**config.mk**
```make
export PLATFORM = sky130hd
export DESIGN_NAME = shift_unit_arbiter
export DESIGN_NICKNAME = d
export VERILOG_FILES = /design/src/rtl/shift_unit_arbiter.sv
export SDC_FILE = /design/constraint.sdc
export NUM_CORES = 1
export LEC_CHECK = 0
export CAP_MARGIN = 20
export CORE_MARGIN = 4
export CORE_UTILIZATION = 45
export DETAILED_ROUTE_END_ITERATION = 12
export GPL_TIMING_DRIVEN = 0
export PLACE_DENSITY_LB_ADDON = 0.15
export SLEW_MARGIN = 20
export SYNTH_ARGS = -nofsm -noshare
export SYNTH_HDL_FRONTEND = slang
export SYNTH_SLANG_ARGS = --single-unit
```
**constraint.sdc**
```tcl
create_clock -name clk -period 4.55 [get_ports clk]
set_clock_uncertainty 0.15 [all_clocks]
set_input_delay 0.6825 -clock clk [delete_from_list [all_inputs] [get_ports clk]]
set_output_delay 0.6825 -clock clk [all_outputs]
set_load 0.02 [all_outputs]
```
**src/rtl/shift_unit_arbiter.sv**
```systemverilog
// ============================================================================
//  Module   : shift_unit_arbiter
//  Brief    : Round-robin arbiter/sequencer sharing one external 4-bit barrel
//             shifter among four requesters, with tagged valid/ready response.
//  Revision : 1.0 - initial release
// ============================================================================
`timescale 1ns/1ps
`default_nettype none

module shift_unit_arbiter #(
  parameter int NREQ  = 4,
  parameter int CNT_W = 16
) (
  input  logic                clk,
  input  logic                rst_n,
  input  logic [NREQ-1:0]     req_valid,
  output logic [NREQ-1:0]     req_ready,
  input  logic [NREQ-1:0]     req_select,
  input  logic [NREQ-1:0]     req_direction,
  input  logic [2*NREQ-1:0]   req_shift,
  input  logic [4*NREQ-1:0]   req_data,
  output logic                sh_select,
  output logic                sh_direction,
  output logic [1:0]          sh_shift_value,
  output logic [3:0]          sh_din,
  input  logic [3:0]          sh_dout,
  output logic                resp_valid,
  input  logic                resp_ready,
  output logic [1:0]          resp_id,
  output logic [3:0]          resp_data,
  output logic [CNT_W-1:0]    op_count
);

  typedef enum logic [1:0] {
    ST_IDLE  = 2'd0,
    ST_ISSUE = 2'd1,
    ST_RESP  = 2'd2
  } state_t;

  state_t           r_state;
  state_t           w_next_state;
  logic [1:0]       r_rr_ptr;
  logic [1:0]       w_winner;
  logic [1:0]       w_idx;
  logic             w_any;
  logic             w_grant;
  logic             w_resp_fire;

  logic             r_sh_select;
  logic             r_sh_direction;
  logic [1:0]       r_sh_shift_value;
  logic [3:0]       r_sh_din;
  logic             r_resp_valid;
  logic [1:0]       r_resp_id;
  logic [3:0]       r_resp_data;
  logic [CNT_W-1:0] r_op_count;

  // Scan from the highest offset down so the lowest offset from rr_ptr wins.
  always_comb begin
    w_any    = 1'b0;
    w_winner = r_rr_ptr;
    w_idx    = r_rr_ptr;
    for (int k = NREQ - 1; k >= 0; k--) begin
      w_idx = r_rr_ptr + 2'(k);
      if (req_valid[w_idx]) begin
        w_any    = 1'b1;
        w_winner = w_idx;
      end
    end
  end

  // rst_n gating keeps req_ready low while reset is held, even with requests pending.
  assign w_grant     = (r_state == ST_IDLE) && w_any && rst_n;
  assign w_resp_fire = (r_state == ST_RESP) && resp_ready;

  always_comb begin
    req_ready = '0;
    if (w_grant) begin
      req_ready = NREQ'(1) << w_winner;
    end
  end

  always_ff @(posedge clk or negedge rst_n) begin
    if (!rst_n) begin
      r_state <= ST_IDLE;
    end else begin
      r_state <= w_next_state;
    end
  end

  always_comb begin
    w_next_state = r_state;
    case (r_state)
      ST_IDLE:  if (w_any) w_next_state = ST_ISSUE;
      ST_ISSUE: w_next_state = ST_RESP;
      ST_RESP:  if (resp_ready) w_next_state = ST_IDLE;
      default:  w_next_state = ST_IDLE;
    endcase
  end

  always_ff @(posedge clk or negedge rst_n) begin
    if (!rst_n) begin
      r_rr_ptr         <= '0;
      r_sh_select      <= 1'b0;
      r_sh_direction   <= 1'b0;
      r_sh_shift_value <= '0;
      r_sh_din         <= '0;
      r_resp_valid     <= 1'b0;
      r_resp_id        <= '0;
      r_resp_data      <= '0;
      r_op_count       <= '0;
    end else begin
      if ((r_state == ST_IDLE) && w_any) begin
        r_sh_select      <= req_select[w_winner];
        r_sh_direction   <= req_direction[w_winner];
        r_sh_shift_value <= req_shift[{w_winner, 1'b0} +: 2];
        r_sh_din         <= req_data[{w_winner, 2'b00} +: 4];
        r_resp_id        <= w_winner;
        r_rr_ptr         <= w_winner + 2'd1;
      end
      if (r_state == ST_ISSUE) begin
        r_resp_data  <= sh_dout;
        r_resp_valid <= 1'b1;
      end
      if (w_resp_fire) begin
        r_resp_valid <= 1'b0;
        r_op_count   <= r_op_count + CNT_W'(1);
      end
    end
  end

  assign sh_select      = r_sh_select;
  assign sh_direction   = r_sh_direction;
  assign sh_shift_value = r_sh_shift_value;
  assign sh_din         = r_sh_din;
  assign resp_valid     = r_resp_valid;
  assign resp_id        = r_resp_id;
  assign resp_data      = r_resp_data;
  assign op_count       = r_op_count;

endmodule

`default_nettype wire
```
==> Word level (Yosys, flattened, before mapping) <==
Cells that the tools add are included.
Widths: inputs -> output; s select.
{ "word_totals": {"n_memories": 0, "mem_bits_rw": 0, "mem_bits_ro": 0, "output_inout_bits": 35, "input_bits": 43, "latch_bits": 0, "ff_bits": 35, "elab_cells": 59} }
{ "classes": {"n_bitwise": 0, "mul": 0, "n_lt_le_gt_ge": 5, "n_shift": 3, "n_eq_ne": 4, "n_reduce_logical": 6, "mux": 26, "add_sub_neg": 5, "div_mod_pow": 0} }
{ "ops": {"columns": ["cell", "n"], "rows": [
  ["$add 16x1->16 const B", 1],
  ["$shiftx 16x5->4", 1],
  ["$lt 2x3->1 const B", 5],
  ["$bmux 1 s2", 6],
  ["$mux 1", 12],
  ["$mux 2", 6],
  ["$shiftx 8x4->2", 1],
  ["$pmux 2 s3", 1],
  ["$add 2x1->2 const B", 2],
  ["$add 2x2->2 const B", 2],
  ["$mux 4", 1],
  ["$ne 2x2->1 const B", 2],
  ["$shl 1x2->4 const A", 1],
  ["$logic_and 1x1->1", 3],
  ["$eq 2x1->1 const B", 1],
  ["$eq 2x2->1 const B", 1],
  ["$logic_not 2->1", 1],
  ["$reduce_and 2->1", 1],
  ["$reduce_bool 2->1", 1]
]} }

==> Longest topological paths before layout <==
Gate-level depths: netlist of the first run.
{ "logic_depth": {"ltp_word": 10, "depth_mapped": 6, "ltp_nobuf": 6} }

==> Worst setup path after synthesis of the first run <==
Ideal clock, no wire load.
{ "synth_path": {"kind": "input-to-output", "startpoint": "in req_valid[3]", "endpoint": "out req_ready[0]", "arrival_time_ns": 1.990, "path_slack_ns": 1.727, "t_required_ns": 3.717, "path_stages": 5, "path_buffers": 1, "cell_sequence": "and2b_4 a21oi_2 o221ai_4 buf_4 nor3b_1"} }
{ "synth_via": {"elab_chain_cells": 9, "elab_cells_between_ends": 20, "cone_classes": "shift (1); mux (17); reduce/logical (2)"} }
{ "synth_lines": {"columns": ["element", "line", "text"], "rows": [
  ["start, declared", "16", "input logic [NREQ-1:0] req_valid,"],
  ["$bmux 1 s2", "65", "if (req_valid[w_idx]) begin"],
  ["$mux 1 (implied by the code)", "65", null],
  ["$mux 1 (4 in series)", "65", null],
  ["$logic_and 1x1->1 (2 in series)", "73", "assign w_grant = (r_state == ST_IDLE) && w_any && rst_n;"],
  ["$mux 4 (*)", "78", "if (w_grant) begin"],
  ["end, declared", "17", "output logic [NREQ-1:0] req_ready,"]
]} }
Every way passes the cells marked *; elsewhere a longest branch is shown, timed or not. The select of a mux whose other input is x is not followed.

==> Worst setup path after layout of the first run <==
Same ends and word-level chain as after synthesis.

==> flow_summary.toml, run 1 <==
[power_and_ir_drop]
p_leak_nw = 1.20
sw_frac_of_total = 0.384
power_density_nw_per_um2 = 548
p_seq_frac = 0.325
intPower_w = 0.000937
peakVddDrop_mv = 0.346
comb_power_share = 0.515
clockPowerShare = 0.160
switchingPower_w = 0.000584

[logic_synthesis]
syn-instance-count = 164
synth_top_area_frac = 0.480
synth_area_leaders = "dfrtp_1, mux2i_1, xnor2_1, xor2_1, nor2_1"
avgSynthCellArea_um2 = 11.1
synth_largest_area_cell = "dfrtp_1"
synth_area_um2 = 1820
ys.flop_type = "dfrtp_1"
seq_area_frac_synth = 0.480
synth_edf_count = 0
synth_most_common_cell = "dfrtp_1"
ys_ff_latch = 35
yosysUniqueCellTypes = 43
ys_top_cells_by_count = "dfrtp_1, nor2_1, mux2i_1"
synth.yosys.warnings = 0
syn_nets = 208
async_flop_share = 1.00

[sta]
fin_crit_ns = 3.84
timing.fmax_mhz = 260
setup_viol = 0
rsz0062_at_grt = "false"
finalCritPeriodShare = 0.845
slew_viol_final = 0
finalHoldViolCount = 0
slew_headroom = 0.627
worst_pin_slew_ns = 0.556
tns_ns = 0

[die]
core-area_um2 = 3800
die_w_um = 71.7
placementRows = 22
die_area_um2 = 5140
start_util = 0.480
die_h_um = 71.7
pin_count = 78

[clocking]
cts_buffers = 5
cts.sinks = 35
cts_setup_buffers = 0
hold_buffers = 0
cts_max_level = 2
clk_latency_ns = 0.28
clock-root-buffer = "clkbuf_8"
clk_path_buf_depth = 2
cts_tree = "built"
postCtsResizedCells = 0
path_clk_slew_ns = 0.07

[layout]
regArea_um2 = 876
multi_input_area_um2 = 896
antenna_cells = 0
fin_nets = 293
final_core_util = 0.731
drive_above_1_share = 0.116
fillerInstances = 296
syn_to_final_growth_pct = 52.3

[drt]
wl_per_cell_um = 15.0
remaining_drc_errors = 0
wl_mm = 4.48
ant_nets = 0
vias_per_cell = 5.15
drtIter0Drc = 40
first_pass_iters = 5
dr_total_vias = 1536

[global_routing]
antenna_found_initial = 0
grt_max_degree = 20
track_usage = 0.183
grt_pass1_wl_mm = 7.38
overflow = 0
grt_pass1_vias = 1590

[placed_design]
post-dp-hpwl_mm = 3.51
gp_congestion = 0.758
portBuffers = 77

[setup_path]
critPathLaunchType = "input port"
worstSetupPathType = "input port to output port"
endpoint_kind = "output port"
crit_required_ns = 3.72
path_max_fanout = 10
worstPathArrival_ns = 3.01

[status]
outcome = "completed"

[flow_run]
cap_viol_max_count = 0

[min_path]
worstHoldPathType = "input port to asynchronous set/reset pin"
[cells by family (layout without fill, tap and decap cells)]
logic type               Yosys count  after routing  synth area share
adder cells (fa/ha/maj)            1              1           0.00686
multiplexers                      19             19             0.107
AO/OA/AOI/OAI                     24             24             0.121
flip-flops                        35             35             0.480
XOR/XNOR                          16             16            0.0768
AND/OR/NAND/NOR                   62             62             0.180
buffers and inverters              7             93            0.0288
[worst max-delay path, stage by stage]
cell	delay [ns]
clkdlybuf4s50_1	0.61
nor2_1	0.07
a211o_2	0.38
buf_2	0.21
inv_6	0.12
nand2_1	0.10
nor3b_1	0.21
clkdlybuf4s50_1	0.64
[worst paths after layout]
check	start	to	slack (ns)	cells after the start
worst max-delay path	req_valid[3]	req_ready[0]	0.71	8
worst min-delay path	rst_n	resp_data[1]	0.20	1
worst max register to register	r_rr_ptr[1]	sh_din[1]	2.62	4
worst min register to register	resp_id[1]	resp_id[1]	0.33	1
max in group asynchronous	rst_n	r_state[1]	3.61	2
min in group clk	resp_id[1]	resp_id[1]	0.33	1
[metal layers]
layer  track usage  wire (um)  vias to the layer above
met5             0          0                        -
met4        0.0772         40                        0
met3        0.0645        364                        4
met2         0.306       2270                       61
met1         0.213       1810                      719
li1              -          -                      752
[power groups by stage]
stage / combinational [W] / sequential (W) / clock [W]
3_3_place_gp: 0.000770 / 0.000495 / 0
4_1_cts: 0.000794 / 0.000496 / 0.000250
3_5_place_dp: 0.000788 / 0.000501 / 0
2_1_floorplan: 0.000383 / 0.000591 / 0
5_1_grt: 0.000846 / 0.000511 / 0.000262
6_report: 0.000784 / 0.000495 / 0.000243
[layout make-up]
class	count	area share
Sequential cell	35	0.315
Multi-Input combinational cell	122	0.323
Clock buffer	8	0.0360
Timing Repair Buffer	78	0.286
Tap cell	48	0.0216
Buffer	3	0.0117
Inverter	4	0.00721
[sequential cells by signal (all words and copies together), names as in the netlist]
register	flops
resp_id	2
sh_select	1
sh_din	4
r_state	2
sh_shift_value	2
sh_direction	1
resp_valid	1
r_rr_ptr	2
resp_data	4
op_count	16
[placed cells by master (no fill, tap or decap), types with 2 or more instances in the layout]
master,instances
and3_1,3
buf_2,2
a221oi_1,6
o21ai_0,3
clkdlybuf4s50_1,76
mux2i_1,15
nand2_1,14
nor3_1,4
clkbuf_8,7
nand3_1,6
xnor2_1,9
nor3b_1,4
nor3_2,2
nand4_1,2
o21ai_1,2
xor2_1,7
nand3b_1,2
mux2_2,4
inv_1,3
dfrtp_1,35
nor2_1,16
a21oi_1,3
[metrics by stage]
step / cells / power, W / setup WS [ns] / hold slack (ns) / instance area (um^2)
floorplan: 164 / 0.000974 / 1.73 / 0.237 / 1820
CTS: 298 / 0.00154 / 0.706 / 0.205 / 2780
global route: 298 / 0.00162 / 0.541 / 0.219 / 2780
detailed placement: 290 / 0.00129 / 0.725 / 0.326 / 2680
global placement: 289 / 0.00127 / 0.198 / 0.308 / 2660
finish: 298 / 0.00152 / 0.708 / 0.199 / 2780
Note: power is estimated with default switching activity, not from simulation.
==> run 2, diff against run 1 <==
CORE_UTILIZATION = 38   (was 45)
clock period = 3.3 ns   (was 4.55 ns; I/O delays follow)
==> flow_summary.toml, run 2 (synthesized netlist as in run 1, its figures left out) <==
[sta]
timing.fmax_mhz = 319
hold_slack_ns = 0.334
rsz0062_at_grt = "false"
worst_pin_slew_ns = 0.543
tns_ns = 0
slew_headroom = 0.636
setup_viol = 0
finalHoldViolCount = 0
slew_viol_final = 0
fin_crit_ns = 3.14
finalCritPeriodShare = 0.950

[clocking]
cts_max_level = 2
cts.sinks = 35
clock-root-buffer = "clkbuf_8"
path_clk_slew_ns = 0.07
clk_latency_ns = 0.28
cts_tree = "built"
cts_setup_buffers = 0
cts_buffers = 5
clk_path_buf_depth = 2

[global_routing]
grt_pass1_vias = 1455
track_usage = 0.146
antenna_found_initial = 0
grt_max_degree = 25
grt_pass1_wl_mm = 7.01
overflow = 0

[layout]
drive_above_1_share = 0.116
fin_nets = 294
fin_cells = 303
final_cell_mix = "clkdlybuf4s50_1, dfrtp_1, nor2_1"
fin_area_um2 = 2790
antenna_cells = 0
syn_to_final_growth_pct = 52.9
final_common_cell = "clkdlybuf4s50_1"
largest_register_ffs = 16

[setup_path]
worstPathArrival_ns = 2.49
path_max_fanout = 10
critPathLaunchType = "input port"
worstSetupPathType = "input port to output port"
ff2ff_setup_slack_ns = 1.36
endpoint_kind = "output port"
crit_required_ns = 2.65

[drt]
dr_total_vias = 1525
ant_nets = 0
wl_mm = 4.11
vias_per_cell = 5.03
first_pass_iters = 4
drtIter0Drc = 82
remaining_drc_errors = 0
wl_per_cell_um = 13.6

[power_and_ir_drop]
p_leak_nw = 1.23
intPower_w = 0.00129
sw_frac_of_total = 0.378
comb_power_share = 0.510
clockPowerShare = 0.161
p_seq_frac = 0.329
switchingPower_w = 0.000784
power_density_nw_per_um2 = 742
peakVddDrop_mv = 0.315
total_power_w = 0.00207

[placed_design]
gp_congestion = 0.763
placed_cell_area_um2 = 2680
placed_cells = 294
post-dp-hpwl_mm = 3.26
portBuffers = 77

[min_path]
worstHoldPathType = "flop to flop"

[die]
core-area_um2 = 4500
start_util = 0.405
die_w_um = 77.3
placementRows = 24
die_area_um2 = 5970
pin_count = 78
die_h_um = 77.3

[flow_run]
cap_viol_max_count = 0

[status]
outcome = "completed"
==> run 2: repair_timing <==
action                                  CTS  global route
endpoints found under the setup margin    4             1
hold buffers                              1             0
resized for setup                         4             1
pin swaps                                 0             0
endpoints found under the hold margin    12             0
==> run 2: area by class of cell <==
cell class	instances	area, um^2
Buffer	3	32.5
Clock buffer	8	100
Fill cell	372	1710
Inverter	4	20.0
Multi-Input combinational cell	122	896
Sequential cell	35	876
Tap cell	52	65.1
Timing Repair Buffer	79	801
==> run 2: worst paths after layout <==
path	from	to	depth (start not counted)
max in group asynchronous	rst_n	op_count[11]	3
hold / removal	resp_id[1]	resp_id[1]	1
setup reg to reg	r_state[0]	op_count[14]	5
setup / recovery	req_valid[1]	req_ready[0]	8
hold reg to reg	resp_id[1]	resp_id[1]	1
min in group asynchronous	rst_n	op_count[4]	2
==> run 2: worst max-delay path, cell delays in order <==
cell and delay, ns:
clkdlybuf4s50_1 0.62, nor2_1 0.07, a211o_2 0.34, buf_2 0.21, inv_6 0.11, nand2_1 0.10
nor3b_1 0.18, dlygate4sd2_1 0.36
==> run 2: per-stage QoR <==
| step | setup slack (ns) | utilization |
|---|---|---|
| 2_1_floorplan | 0.852 | - |
| 3_3_place_gp | -0.668 | 0.591 |
| 3_5_place_dp | -0.154 | 0.596 |
| 4_1_cts | 0.122 | 0.619 |
| 5_1_grt | 0.00188 | 0.619 |
| 6_report | 0.164 | 0.619 |
==> run 2: metal layers <==
layer | wire length, um | track usage
met1 | 1880 | 0.184
met2 | 1790 | 0.223
met3 | 406 | 0.0703
met4 | 38 | 0.0374
met5 | 0 | 0
==> run 2: power groups by stage <==
stage                     Sequential, W  Clock (W)  Combinational (W)
after detailed placement       0.000689          0            0.00107
after floorplan                0.000815          0           0.000528
after global routing           0.000707   0.000363            0.00115
after global placement         0.000688          0            0.00106
final                          0.000682   0.000333            0.00106
after CTS                      0.000683   0.000342            0.00107
==> run 3, diff against run 2 <==
CORE_UTILIZATION = 45   (was 38)
SETUP_SLACK_MARGIN = 0.4   (was default)
clock period = 3.7 ns   (was 3.3 ns; I/O delays follow)
==> flow_summary.toml, run 3 (synthesized netlist as in run 1, its figures left out) <==
[sta]
timing.fmax_mhz = 322
fin_crit_ns = 3.11
finalHoldViolCount = 0
worst_pin_slew_ns = 0.547
slew_viol_final = 0
finalCritPeriodShare = 0.840
setup_viol = 0
slew_headroom = 0.634
rsz0062_at_grt = "false"

[setup_path]
crit_chain = "clkdlybuf4s50_1 > nor2_1 > a211o_2 > buf_2 > inv_6 > nand2_1 > nor3b_1 > clkbuf_2"
path_max_fanout = 10
cp.buffers_inverters = 4
worstPathArrival_ns = 2.40
worstSetupPathType = "input port to output port"
crit_required_ns = 2.99
cp_slowest_cell = "clkdlybuf4s50_1"
critPathMaxStageDelay_ns = 0.62
critical-path-top-delay-family = "buffers and inverters"
critPathLaunchType = "input port"
endpoint_kind = "output port"

[global_routing]
grt_pass1_vias = 1590
grt_max_degree = 20
overflow = 0
antenna_found_initial = 0
track_usage = 0.183
grt_pass1_wl_mm = 7.38

[placed_design]
post-dp-hpwl_mm = 3.51
gp_congestion = 0.758
placed_cell_area_um2 = 2680
portBuffers = 77

[clocking]
clk_latency_ns = 0.28
cts_buffers = 5
cts.sinks = 35
path_clk_slew_ns = 0.07
clk_path_buf_depth = 2
cts_max_level = 2
clock-root-buffer = "clkbuf_8"
cts_setup_buffers = 0
cts_tree = "built"
hold_buffers = 0

[drt]
drtIter0Drc = 40
wl_mm = 4.47
remaining_drc_errors = 0
wl_per_cell_um = 15.0
dr_total_vias = 1552
vias_per_cell = 5.21
first_pass_iters = 5
ant_nets = 0

[layout]
syn_to_final_growth_pct = 51.3
drive_above_1_share = 0.132
largest_register_ffs = 16
final_common_cell = "clkdlybuf4s50_1"
final_core_util = 0.727
fillerInstances = 298
fin_nets = 293
final_cell_mix = "clkdlybuf4s50_1, dfrtp_1, nor2_1"
fin_area_um2 = 2760
antenna_cells = 0

[power_and_ir_drop]
total_power_w = 0.00186
peakVddDrop_mv = 0.411
power_density_nw_per_um2 = 675
p_leak_nw = 1.21

[min_path]
worstHoldPathType = "input port to asynchronous set/reset pin"

[die]
core-area_um2 = 3800
start_util = 0.480
die_h_um = 71.7
die_area_um2 = 5140
die_w_um = 71.7
placementRows = 22
pin_count = 78

[status]
outcome = "completed"

[flow_run]
cap_viol_max_count = 0
[run 3: cell types whose count changed in the layout (fill, tap and decap cells not counted)]
| cell | before | now |
|---|---|---|
| dlygate4sd3_1 | 1 | 0 |
| clkbuf_2 | 0 | 4 |
| dlygate4sd2_1 | 4 | 0 |
[run 3: final timing paths]
path,depth (start not counted),slack [ns],start,to
max,8,0.59,req_valid[1],req_ready[2]
min,1,0.07,rst_n,resp_data[1]
max reg2reg,4,1.77,r_rr_ptr[1],sh_din[1]
min reg2reg,1,0.33,resp_id[1],resp_id[1]
max in group asynchronous,2,2.88,rst_n,r_state[1]
min in group clk,1,0.33,resp_id[1],resp_id[1]
[run 3: repair_timing]
action / in CTS / in global routing
resized for setup: 4 / 13
hold endpoints to repair: 0 / 0
endpoints found under the setup margin: 4 / 4
[run 3: stage by stage]
stage               hold slack (ns)  TNS, ns  worst slack, ns  std cells
floorplan                     0.109        0             1.13        164
global placement              0.308    -1.48           -0.397        289
detailed placement            0.326        0            0.130        290
CTS                          0.0770        0            0.402        298
global route                 0.0920        0            0.423        298
finish                       0.0706        0            0.594        298
[run 3: layer usage]
layer / global-route usage / vias to the layer above / share of wire
met2: 0.306 / 59 / 0.51
met4: 0.0772 / 0 / 0.011
met5: 0 / - / 0
li1: - / 753 / -
met3: 0.0645 / 10 / 0.080
met1: 0.213 / 730 / 0.40
[run 3: where the power goes]
part           switching [W]  internal (W)  leakage [nW]
clock               0.000128      0.000170        0.0515
combinational       0.000491      0.000466         0.724
sequential         0.0000984      0.000510         0.437
total               0.000718       0.00115          1.21
[run 3: final cells by class]
cell class	count	area [um^2]	area share
inverter	4	20.0	0.00725
timing repair buffer	78	776	0.281
sequential	35	876	0.317
buffer	3	32.5	0.0118
clock buffer	8	100	0.0363
tap	48	60.1	0.0218
multi-input combinational	122	896	0.325
